[src/rtl/operand_fetch_pkg.sv]
// operand_fetch_pkg
//   Shared definitions for the operand-fetch stage: datapath sizes, opcode
//   values, instruction field positions, FSM state encoding, the decoded
//   instruction-class bundle and a register-id to one-hot helper.
package operand_fetch_pkg;

  localparam int DATA_W   = 16;
  localparam int REG_N    = 16;
  localparam int REG_ID_W = $clog2(REG_N);
  localparam int INSTR_W  = 16;

  // Opcodes; 0x1..0x9 are all register-register ALU operations.
  localparam logic [3:0] OP_NOP    = 4'h0;
  localparam logic [3:0] OP_ALU_LO = 4'h1;
  localparam logic [3:0] OP_ALU_HI = 4'h9;
  localparam logic [3:0] OP_LDI    = 4'hA;
  localparam logic [3:0] OP_LD     = 4'hB;
  localparam logic [3:0] OP_ST     = 4'hC;
  localparam logic [3:0] OP_BEQ    = 4'hD;
  localparam logic [3:0] OP_JMP    = 4'hE;
  localparam logic [3:0] OP_HALT   = 4'hF;

  // Instruction field positions. imm8 overlaps rs1/rs2.
  localparam int OPC_MSB = 15;
  localparam int OPC_LSB = 12;
  localparam int RD_MSB  = 11;
  localparam int RD_LSB  = 8;
  localparam int RS1_MSB = 7;
  localparam int RS1_LSB = 4;
  localparam int RS2_MSB = 3;
  localparam int RS2_LSB = 0;
  localparam int IMM_MSB = 7;
  localparam int IMM_LSB = 0;

  typedef enum logic [1:0] {
    IDLE  = 2'd0,
    STALL = 2'd1,
    READ  = 2'd2,
    OUT   = 2'd3
  } state_t;

  typedef struct packed {
    logic uses_rs1;
    logic uses_rs2;
    logic writes_rd;
    logic uses_imm;
  } instr_class_t;

  function automatic logic [REG_N-1:0] reg_onehot(input logic [REG_ID_W-1:0] id);
    logic [REG_N-1:0] mask;
    mask = '0;
    mask[id] = 1'b1;
    return mask;
  endfunction

endpackage

[src/rtl/instr_class_decode.sv]
// instr_class_decode
//   Combinational opcode classifier: which source registers an instruction
//   reads, whether it writes rd, and whether operand B comes from imm8.
// Ports:
//   opcode - instruction opcode field
//   cls    - {uses_rs1, uses_rs2, writes_rd, uses_imm}
module instr_class_decode
  import operand_fetch_pkg::*;
(
  input  logic [3:0]   opcode,
  output instr_class_t cls
);

  always_comb begin
    cls = '0;
    if (opcode >= OP_ALU_LO && opcode <= OP_ALU_HI) begin
      cls.uses_rs1  = 1'b1;
      cls.uses_rs2  = 1'b1;
      cls.writes_rd = 1'b1;
    end else begin
      case (opcode)
        OP_LDI: begin
          cls.writes_rd = 1'b1;
          cls.uses_imm  = 1'b1;
        end
        OP_LD: begin
          cls.uses_rs1  = 1'b1;
          cls.writes_rd = 1'b1;
        end
        OP_ST, OP_BEQ: begin
          cls.uses_rs1 = 1'b1;
          cls.uses_rs2 = 1'b1;
        end
        default: cls = '0; // NOP, JMP, HALT touch no registers
      endcase
    end
  end

endmodule

[src/rtl/operand_fetch.sv]
// operand_fetch
//   Issue / operand-fetch stage in front of the 16x16 register file.
//   Accepts one instruction per handshake, stalls on RAW/WAW hazards using a
//   pending-write scoreboard, reads the register file for one cycle and then
//   presents the operand bundle to execute.
// Ports:
//   clk, reset (async, active low)
//   in_valid/in_ready/in_instr        - instruction input handshake
//   flush                             - kill in-flight instruction
//   wb_valid/wb_reg                   - writeback completion, clears scoreboard
//   rf_rd1/2, rf_wn1/2, rf_id1/2      - register file port control
//   rf_data1/2                        - register file read data
//   out_valid/out_ready               - operand bundle handshake
//   out_opcode/out_dest/out_op_a/b    - operand bundle
//   busy_mask                         - scoreboard contents
module operand_fetch
  import operand_fetch_pkg::*;
(
  input  logic                clk,
  input  logic                reset,
  input  logic                in_valid,
  output logic                in_ready,
  input  logic [INSTR_W-1:0]  in_instr,
  input  logic                flush,
  input  logic                wb_valid,
  input  logic [REG_ID_W-1:0] wb_reg,
  output logic                rf_rd1,
  output logic                rf_rd2,
  output logic                rf_wn1,
  output logic                rf_wn2,
  output logic [REG_ID_W-1:0] rf_id1,
  output logic [REG_ID_W-1:0] rf_id2,
  input  logic [DATA_W-1:0]   rf_data1,
  input  logic [DATA_W-1:0]   rf_data2,
  output logic                out_valid,
  input  logic                out_ready,
  output logic [3:0]          out_opcode,
  output logic [REG_ID_W-1:0] out_dest,
  output logic [DATA_W-1:0]   out_op_a,
  output logic [DATA_W-1:0]   out_op_b,
  output logic [REG_N-1:0]    busy_mask
);

  state_t             state, state_next;
  logic [INSTR_W-1:0] instr_q;
  logic [REG_N-1:0]   scoreboard;

  // In IDLE the hazard decision is made on the incoming instruction so that
  // an accept can go straight to READ; afterwards the latched copy is used.
  logic [INSTR_W-1:0]  cur_instr;
  logic [3:0]          cur_opcode;
  logic [REG_ID_W-1:0] cur_rd, cur_rs1, cur_rs2;
  logic [7:0]          cur_imm;
  instr_class_t        cls;

  assign cur_instr  = (state == IDLE) ? in_instr : instr_q;
  assign cur_opcode = cur_instr[OPC_MSB:OPC_LSB];
  assign cur_rd     = cur_instr[RD_MSB:RD_LSB];
  assign cur_rs1    = cur_instr[RS1_MSB:RS1_LSB];
  assign cur_rs2    = cur_instr[RS2_MSB:RS2_LSB];
  assign cur_imm    = cur_instr[IMM_MSB:IMM_LSB];

  instr_class_decode u_decode (
    .opcode (cur_opcode),
    .cls    (cls)
  );

  // A writeback landing this cycle already counts as resolved, so the
  // dependent instruction leaves STALL without an extra bubble.
  logic [REG_N-1:0] need, wb_clear, sb_set;
  logic             hazard;

  assign need = (cls.uses_rs1  ? reg_onehot(cur_rs1) : '0)
              | (cls.uses_rs2  ? reg_onehot(cur_rs2) : '0)
              | (cls.writes_rd ? reg_onehot(cur_rd)  : '0);
  assign wb_clear = wb_valid ? reg_onehot(wb_reg) : '0;
  assign hazard   = |(need & scoreboard & ~wb_clear);
  assign sb_set   = (state == READ && !flush && cls.writes_rd) ? reg_onehot(cur_rd) : '0;

  assign rf_wn1    = 1'b0;
  assign rf_wn2    = 1'b0;
  assign busy_mask = scoreboard;

  always_comb begin
    state_next = state;
    in_ready   = 1'b0;
    out_valid  = 1'b0;
    rf_rd1     = 1'b0;
    rf_rd2     = 1'b0;
    rf_id1     = '0;
    rf_id2     = '0;
    case (state)
      IDLE: begin
        in_ready = 1'b1;
        if (in_valid) state_next = hazard ? STALL : READ;
      end
      STALL: begin
        if (!hazard) state_next = READ;
      end
      READ: begin
        rf_rd1     = cls.uses_rs1;
        rf_rd2     = cls.uses_rs2;
        rf_id1     = cls.uses_rs1 ? cur_rs1 : '0;
        rf_id2     = cls.uses_rs2 ? cur_rs2 : '0;
        state_next = OUT;
      end
      OUT: begin
        out_valid = 1'b1;
        if (out_ready) state_next = IDLE;
      end
      default: state_next = IDLE;
    endcase
    if (flush) state_next = IDLE;
  end

  always_ff @(posedge clk or negedge reset) begin
    if (!reset) begin
      state   <= IDLE;
      instr_q <= '0;
    end else begin
      state <= state_next;
      if (state == IDLE && in_valid && !flush) instr_q <= in_instr;
    end
  end

  // Operand capture happens on the edge that ends READ; a flush wipes the
  // bundle so nothing stale is left on the outputs.
  always_ff @(posedge clk or negedge reset) begin
    if (!reset) begin
      out_opcode <= '0;
      out_dest   <= '0;
      out_op_a   <= '0;
      out_op_b   <= '0;
    end else if (flush) begin
      out_opcode <= '0;
      out_dest   <= '0;
      out_op_a   <= '0;
      out_op_b   <= '0;
    end else if (state == READ) begin
      out_opcode <= cur_opcode;
      out_dest   <= cur_rd;
      out_op_a   <= cls.uses_rs1 ? rf_data1 : '0;
      if (cls.uses_rs2)      out_op_b <= rf_data2;
      else if (cls.uses_imm) out_op_b <= {{(DATA_W-8){1'b0}}, cur_imm};
      else                   out_op_b <= '0;
    end
  end

  // Set is applied after clear so a same-cycle set/clear of one bit keeps it.
  always_ff @(posedge clk or negedge reset) begin
    if (!reset) scoreboard <= '0;
    else        scoreboard <= (scoreboard & ~wb_clear) | sb_set;
  end

endmodule

[config.mk]
export PLATFORM = sky130hd
export DESIGN_NAME = operand_fetch
export DESIGN_NICKNAME = d
export VERILOG_FILES = /design/src/rtl/operand_fetch_pkg.sv /design/src/rtl/instr_class_decode.sv /design/src/rtl/operand_fetch.sv
export SDC_FILE = /design/constraint.sdc
export NUM_CORES = 1
export LEC_CHECK = 0
export CAP_MARGIN = 30
export CORE_UTILIZATION = 40
export DETAILED_ROUTE_END_ITERATION = 8
export PLACE_DENSITY = 0.75
export SYNTH_ARGS = -nofsm -noshare
export SYNTH_HDL_FRONTEND = slang
export SYNTH_SLANG_ARGS = --single-unit
[constraint.sdc]
create_clock -name clk -period 3.23 [get_ports clk]
set_input_delay 0.323 -clock clk [delete_from_list [all_inputs] [get_ports clk]]
set_output_delay 0.323 -clock clk [all_outputs]
set_load 0.01 [all_outputs]
==> results.py, run 1 <==
metrics = {
    "critical_path": {
        "cp_slowest_stage_delay_ns": 0.55,
        "timing.reg2reg.setup_slack_ns": 0.26,
        "critical_path.reg2reg.endpoint": "state[0]",
        "r2r_start": "state[0]",
        "crit_fanout": 10,
        "critical_path_class": "register to output port",
        "critical_path.endpoint_type": "output port",
        "cp_cell_sequence": "inv_1 > ha_4 > nor3_1 > o211a_1 > buf_4 > nor2_4 > nand2_1 > a21oi_1 > clkdlybuf4s50_1",
        "critPathLaunchType": "register",
        "timing.critical_path.arrival_ns": 2.78,
        "crit_path_top_delay_cell": "sky130_fd_sc_hd__clkdlybuf4s50_1",
        "worst-endpoint-required_ns": 2.91,
        "rr_worst_depth": 10,
    },
    "sta": {
        "finalSetupTns_ns": 0,
        "setup-violations-final": 0,
        "min_tclk_post_route_ns": 3.10,
        "worst-slew-pin-transition_ns": 0.982,
        "report.final.hold_viol_count": 0,
        "post_route_clock_skew_ns": 0.00854,
        "final_max_slew_viol_count": 0,
        "worst_slew_margin_rel_pct": 34.3,
        "finalCritPeriodShare_pct": 95.9,
        "setup_repair_after_global_routing_missed_its_margin": "false",
        "achievable-frequency_mhz": 323,
    },
    "placed_design": {
        "dp_hpwl_um": 9750,
        "placement.cell_area_um2": 5700,
        "globalplace.congestion": 0.976,
        "io_buffers": 125,
        "placed_cells": 700,
    },
    "route": {
        "antenna_violating_nets_post_route": 0,
        "routedWlPerCell_um": 18.6,
        "post-route-drc-count": 0,
        "vias": 4182,
        "maxUsedRoutingLayer": "met4",
        "dr_wl_met3_um": 885,
        "drt-vias-per-instance": 5.84,
        "route.final.wire_length_um": 13300,
        "drt_iter0_markers": 405,
        "detail_route.wirelength.met1_um": 5830,
        "drt_pass_1_iters": 5,
        "met2WireLength_um": 6350,
    },
    "die": {
        "ios": 128,
        "floorplan.die_area_um2": 11000,
        "std_cell_rows": 37,
        "fp.dieW_um": 105,
        "initial_core_util_pct": 41.2,
        "design.core.area_um2": 10300,
        "chipHeight_um": 105,
    },
    "layout": {
        "synthToLayoutAreaGrowth_pct": 41.0,
        "num-nets-final": 639,
        "instances_no_fill": 716,
        "post_route_cells_drive_above_1_share_pct": 11.6,
        "antenna_cells": 0,
        "stdcell_area_um2": 5970,
        "utilization_pct": 58.1,
    },
    "flow_run": {
        "timing.max_cap.violations": 0,
    },
    "power_and_ir_drop": {
        "p_leak_nw": 2.40,
        "powerDensity_nw_per_um2": 859,
        "max-vdd-ir-drop_uv": 388,
    },
    "global_routing": {
        "globalRoute.totalOverflow": 0,
        "gr-usage-all-layers_pct": 24.4,
        "grt_max_degree": 75,
        "grt_antenna_before_repair": 0,
        "number_of_global_route_vias_before_repair": 4092,
        "grt_pass1_wl_um": 21100,
    },
    "synth": {
        "synth-edff-count": 0,
        "synthDominantAreaCellType": "sky130_fd_sc_hd__dfrtp_1",
        "yosys_most_used_dff": "sky130_fd_sc_hd__dfrtp_1",
        "synth_warnings": 0,
        "synth.cell_area_um2": 4240,
        "post_synth_main_area_contributors": "sky130_fd_sc_hd__dfrtp_1 44%, sky130_fd_sc_hd__mux2_2 4.3%, sky130_fd_sc_hd__o21ai_0 3.9%, sky130_fd_sc_hd__nor2_1 3.5%, sky130_fd_sc_hd__a22o_1 3.5%",
        "avgSynthCellArea_um2": 9.50,
        "synth.ff_latch_count": 74,
        "netlist_instances": 446,
        "synth.top_cell.area_share_pct": 43.7,
        "async_flop_share_pct": 100,
        "yosys.cell_types.count": 58,
        "seq_area_frac_synth_pct": 43.7,
    },
    "clock_network": {
        "insertion_delay_ns": 0.36,
        "maximum_number_of_buffers_from_clock_root_to_sink": 2,
        "clkSlewWorstSetupHoldPaths_ns": 0.08,
        "ctsRootBufferMaster": "sky130_fd_sc_hd__clkbuf_8",
        "ctsHtreeMaxLevel": 3,
        "sinks_on_clock_net": 74,
        "cts_tree": "yes",
        "numCtsBuffers": 9,
    },
    "status": {
        "status": "finished clean",
    },
    "hold_path": {
        "hold_path.class": "input pin to async pin",
    },
}
==> timing repair <==
action                                  in CTS  in global routing
gates resized for setup                      1                  5
pin swaps                                    0                  1
endpoints found under the setup margin       4                 11
setup buffers                                0                  0
endpoints found under the hold margin        0                 21
hold buffers                                 0                  1
==> worst max-delay path by stage <==
| stage | start | to | cells after the start |
|---|---|---|---|
| global route | state[0] | rf_id1[0] | 9 |
| floorplan | state[0] | rf_id2[1] | 11 |
| detailed placement | state[1] | state[0] | 10 |
| CTS | state[0] | rf_id2[0] | 8 |
| global placement | wb_valid | state[0] | 8 |
| finish | state[0] | rf_id1[0] | 9 |
==> synth_stat cells (5+ instances only) <==
cell type	number
sky130_fd_sc_hd__nand3b_1	5
sky130_fd_sc_hd__nand2b_1	19
sky130_fd_sc_hd__and3_1	6
sky130_fd_sc_hd__clkbuf_1	17
sky130_fd_sc_hd__and3b_1	8
sky130_fd_sc_hd__nand3_1	10
sky130_fd_sc_hd__nor3b_1	9
sky130_fd_sc_hd__a32oi_1	5
sky130_fd_sc_hd__inv_1	8
sky130_fd_sc_hd__o221ai_1	14
sky130_fd_sc_hd__a211oi_1	15
sky130_fd_sc_hd__nor2_1	40
sky130_fd_sc_hd__nand2_1	21
sky130_fd_sc_hd__dfrtp_1	74
sky130_fd_sc_hd__o22ai_1	9
sky130_fd_sc_hd__a22oi_1	11
sky130_fd_sc_hd__a22o_1	17
sky130_fd_sc_hd__buf_2	6
sky130_fd_sc_hd__o21ai_0	33
sky130_fd_sc_hd__a21oi_1	21
sky130_fd_sc_hd__mux2_2	16
sky130_fd_sc_hd__nor3_1	26
==> registers in the layout, indices dropped and copies added, names as in the netlist <==
name / flops
busy_mask: 16
instr_q: 16
out_op_a: 16
out_op_b: 16
out_dest: 4
out_opcode: 4
state: 2
==> cell type report <==
class | instances | area, um2
multi-input cells | 337 | 2260
clock buffers | 9 | 124
repair buffers | 147 | 1450
flip-flops and latches | 74 | 1850
inverters | 8 | 30.0
clock inverters | 5 | 81.3
well taps | 136 | 170
fillers | 968 | 4300
==> layer usage <==
metal	global-route usage [%]	vias to the layer above
met5	0	-
met4	9.46	0
met3	5.43	24
met2	39.1	196
met1	32.2	1993
li1	-	1969
==> where the power goes <==
part	leakage [nW]	internal [mW]	switching, mW
logic	1.33	1.34	1.46
registers	0.969	1.26	0.292
clock network	0.101	0.426	0.358
==> layout by cell type (no fill, tap or decap), types with 2 or more instances in the layout <==
cell type                         netlist  layout
sky130_fd_sc_hd__mux2_2                16      16
sky130_fd_sc_hd__inv_1                  8       8
sky130_fd_sc_hd__nor2_1                40      39
sky130_fd_sc_hd__nand3b_1               5       5
sky130_fd_sc_hd__a21oi_1               21      21
sky130_fd_sc_hd__clkbuf_8               0       9
sky130_fd_sc_hd__a22o_1                17      17
sky130_fd_sc_hd__a31oi_1                2       2
sky130_fd_sc_hd__dfrtp_2                0       2
sky130_fd_sc_hd__nand3_1               10      10
sky130_fd_sc_hd__buf_4                  2      20
sky130_fd_sc_hd__bufinv_16              0       2
sky130_fd_sc_hd__a22oi_1               11      11
sky130_fd_sc_hd__nand2_1               21      21
sky130_fd_sc_hd__a211oi_1              15      15
sky130_fd_sc_hd__mux2i_1                4       4
sky130_fd_sc_hd__dfrtp_1               74      72
sky130_fd_sc_hd__and3_1                 6       6
sky130_fd_sc_hd__o22ai_1                9       9
sky130_fd_sc_hd__nor3_1                26      25
sky130_fd_sc_hd__nor2b_1                2       2
sky130_fd_sc_hd__nand2b_1              19      19
sky130_fd_sc_hd__a32o_1                 2       2
sky130_fd_sc_hd__conb_1                 1       2
sky130_fd_sc_hd__clkdlybuf4s50_1        0     124
sky130_fd_sc_hd__o21ai_0               33      33
sky130_fd_sc_hd__and3b_1                8       8
sky130_fd_sc_hd__o221ai_1              14      14
sky130_fd_sc_hd__mux2i_4                0       2
sky130_fd_sc_hd__o22a_1                 4       4
sky130_fd_sc_hd__o21ai_1                2       2
sky130_fd_sc_hd__o32ai_1                4       4
sky130_fd_sc_hd__nor3b_1                9       9
sky130_fd_sc_hd__ha_1                   4       2
sky130_fd_sc_hd__a32oi_1                5       5
sky130_fd_sc_hd__o211ai_1               2       2
==> metrics by stage <==
stage                     hold WS (ns)  power, mW  setup slack, ns
after floorplan                 0.0274       3.07            0.486
final                            0.510       5.13            0.131
after global placement           0.489       4.24            0.293
after detailed placement         0.491       4.28            0.259
after CTS                        0.143       5.08           0.0369
after global routing             0.525       5.45           0.0114
==> logic make-up after synthesis <==
logic type	after synthesis	share of synthesized area, %
buffers and inverters	36	3.90
multiplexers	22	5.85
AO/OA/AOI/OAI	153	25.3
other	1	0.0885
AND/OR/NAND/NOR	156	20.0
flip-flops	74	43.7
adder cells (fa/ha/maj)	4	1.18
==> critical path, delay by kind of cell (launching register included) <==
kind            cells  cell delay [ns]
compound gates      2             0.40
fa+ha+maj           1             0.25
buf+inv             3             0.87
flops               1             0.45
simple gates        3             0.43
Power figures use the tool's default switching activity.
==> run 2: changes to the inputs <==
--- a/config.mk
+++ b/config.mk
@@ -8,7 +8,7 @@
 export CAP_MARGIN = 30
 export CORE_UTILIZATION = 40
 export DETAILED_ROUTE_END_ITERATION = 8
-export PLACE_DENSITY = 0.75
+export PLACE_DENSITY = 0.7
 export SYNTH_ARGS = -nofsm -noshare
 export SYNTH_HDL_FRONTEND = slang
 export SYNTH_SLANG_ARGS = --single-unit
==> results.py, run 2 (synthesis results as in run 1) <==
metrics = {
    "status": {
        "status": "finished clean",
    },
    "placed_design": {
        "globalplace.congestion": 0.866,
        "dp_hpwl_um": 10100,
        "io_buffers": 125,
        "placement.cell_area_um2": 5740,
        "placed_cells": 705,
    },
    "die": {
        "chipHeight_um": 105,
        "initial_core_util_pct": 41.2,
        "std_cell_rows": 37,
        "ios": 128,
        "design.core.area_um2": 10300,
        "floorplan.die_area_um2": 11000,
        "fp.dieW_um": 105,
    },
    "power_and_ir_drop": {
        "powerDensity_nw_per_um2": 870,
        "p_leak_nw": 2.48,
        "power_switching_share_pct": 40.5,
        "clock_power_share_pct": 16.8,
        "p_comb_share_pct": 53.8,
        "internal_power_summed_over_all_cells_mw": 3.13,
        "power_frac_seq_pct": 29.3,
        "power.net_switching_mw": 2.13,
        "max-vdd-ir-drop_uv": 395,
    },
    "route": {
        "routedWlPerCell_um": 18.8,
        "drt_pass_1_iters": 4,
        "post-route-drc-count": 0,
        "vias": 4198,
        "drt-vias-per-instance": 5.80,
        "antenna_violating_nets_post_route": 0,
        "drt_iter0_markers": 222,
        "route.final.wire_length_um": 13600,
    },
    "sta": {
        "min_tclk_post_route_ns": 3.04,
        "achievable-frequency_mhz": 329,
        "setup-violations-final": 0,
        "worst-slew-pin-transition_ns": 1.03,
        "finalSetupTns_ns": 0,
        "final_max_slew_viol_count": 0,
        "finalCritPeriodShare_pct": 94.1,
        "worst_slew_margin_rel_pct": 31.2,
        "hold_slack_ns": 0.397,
        "report.final.hold_viol_count": 0,
        "post_route_clock_skew_ns": 0.0124,
    },
    "clock_network": {
        "ctsHtreeMaxLevel": 3,
        "sinks_on_clock_net": 74,
        "numCtsBuffers": 9,
        "clkSlewWorstSetupHoldPaths_ns": 0.09,
        "ctsRootBufferMaster": "sky130_fd_sc_hd__clkbuf_8",
        "maximum_number_of_buffers_from_clock_root_to_sink": 2,
        "insertion_delay_ns": 0.35,
        "cts_tree": "yes",
    },
    "layout": {
        "stdcell_area_um2": 6050,
        "post_route_cells_drive_above_1_share_pct": 12.6,
        "antenna_cells": 0,
        "num-nets-final": 646,
        "utilization_pct": 58.8,
        "synthToLayoutAreaGrowth_pct": 42.7,
        "mostFrequentLayoutCells": "122 x sky130_fd_sc_hd__clkdlybuf4s50_1, 74 x sky130_fd_sc_hd__dfrtp_1, 39 x sky130_fd_sc_hd__nor2_1",
        "final_common_cell": "sky130_fd_sc_hd__clkdlybuf4s50_1",
        "instances_no_fill": 724,
    },
    "critical_path": {
        "cp_slowest_stage_delay_ns": 0.53,
        "crit_fanout": 11,
        "critPathLaunchType": "register",
        "cp_cell_sequence": "inv_1 > ha_4 > nor3b_1 > o211a_1 > nor2_2 > buf_4 > and3_1 > clkdlybuf4s50_1",
        "critical_path.endpoint_type": "output port",
        "worst-endpoint-required_ns": 2.91,
        "critical_path_class": "register to output port",
        "timing.critical_path.arrival_ns": 2.72,
        "crit_path_top_delay_cell": "sky130_fd_sc_hd__clkdlybuf4s50_1",
    },
    "global_routing": {
        "gr-usage-all-layers_pct": 25.3,
        "grt_antenna_before_repair": 0,
        "grt_pass1_wl_um": 21600,
        "globalRoute.totalOverflow": 0,
        "grt_max_degree": 75,
        "number_of_global_route_vias_before_repair": 4148,
    },
    "flow_run": {
        "timing.max_cap.violations": 0,
    },
    "hold_path": {
        "hold_path.class": "input pin to async pin",
    },
}
==> run 2: cell types whose count changed in the layout (fill, tap and decap cells not counted) <==
| cell | before | now |
|---|---|---|
| sky130_fd_sc_hd__buf_4 | 20 | 27 |
| sky130_fd_sc_hd__dfrtp_1 | 72 | 74 |
| sky130_fd_sc_hd__mux2i_2 | 0 | 2 |
| sky130_fd_sc_hd__inv_6 | 0 | 1 |
| sky130_fd_sc_hd__mux2i_4 | 2 | 0 |
| sky130_fd_sc_hd__clkdlybuf4s50_1 | 124 | 122 |
| sky130_fd_sc_hd__nand2_1 | 21 | 20 |
| sky130_fd_sc_hd__nand2_2 | 0 | 1 |
| sky130_fd_sc_hd__bufinv_16 | 2 | 3 |
| sky130_fd_sc_hd__clkinv_2 | 1 | 0 |
| sky130_fd_sc_hd__dfrtp_2 | 2 | 0 |
| sky130_fd_sc_hd__dlymetal6s2s_1 | 0 | 2 |
==> run 2: area by class of cell <==
class	instances	area [um2]
clock buffer	9	124
clock inverter	6	115
fill	912	4230
inverter	8	30.0
multi-input combinational	337	2250
sequential	74	1850
tap	136	170
timing repair buffer	154	1510
==> run 2: worst paths after layout <==
path                       slack [ns]      endpoint  cells after the start   startpoint
min in group clk                 0.50   out_op_a[4]                      1  out_op_a[4]
hold / removal                   0.40  busy_mask[4]                      2        reset
hold reg to reg                  0.50   out_op_a[4]                      1  out_op_a[4]
max in group asynchronous        2.27  out_op_a[10]                      3        reset
setup reg to reg                 0.27      state[0]                     10     state[1]
setup / recovery                 0.19     rf_id2[0]                      8     state[1]
==> run 2: stage by stage <==
stage / setup slack (ns) / power [mW]
2_1_floorplan: 0.486 / 3.07
3_5_place_dp: 0.243 / 4.34
4_1_cts: 0.0264 / 5.26
3_3_place_gp: 0.288 / 4.30
6_report: 0.191 / 5.26
5_1_grt: -0.00474 / 5.61
==> run 2: power groups by stage <==
stage / logic [mW] / registers (mW) / clock network (mW)
finish: 2.83 / 1.54 / 0.885
global route: 3.07 / 1.58 / 0.950
CTS: 2.81 / 1.54 / 0.905
detailed placement: 2.79 / 1.55 / 0
global placement: 2.77 / 1.54 / 0
floorplan: 1.47 / 1.60 / 0
==> run 2: metal layers <==
metal | vias up | part of all wire [%] | GRT usage, %
met5 | - | 0 | 0
met4 | 0 | 1.9 | 8.35
met3 | 18 | 6.3 | 6.11
met2 | 135 | 47 | 40.6
met1 | 2066 | 44 | 33.5
li1 | 1979 | - | -
==> run 2: worst max-delay path: cells and delay by family, from the launching register on <==
| family | cells | cell delay, ns |
|---|---|---|
| compound gates | 1 | 0.25 |
| fa+ha+maj | 1 | 0.23 |
| simple gates | 3 | 0.59 |
| buf+inv | 3 | 0.85 |
| flops | 1 | 0.44 |
==> run 2: what timing repair did <==
| action | 4_1_cts | 5_1_grt |
|---|---|---|
| endpoints found under the setup margin | 4 | 8 |
| buffers inserted | 0 | 2 |
| hold buffers | 0 | 1 |
| resized for setup | 1 | 4 |
| cloned | 0 | 0 |
| hold endpoints to repair | 0 | 20 |
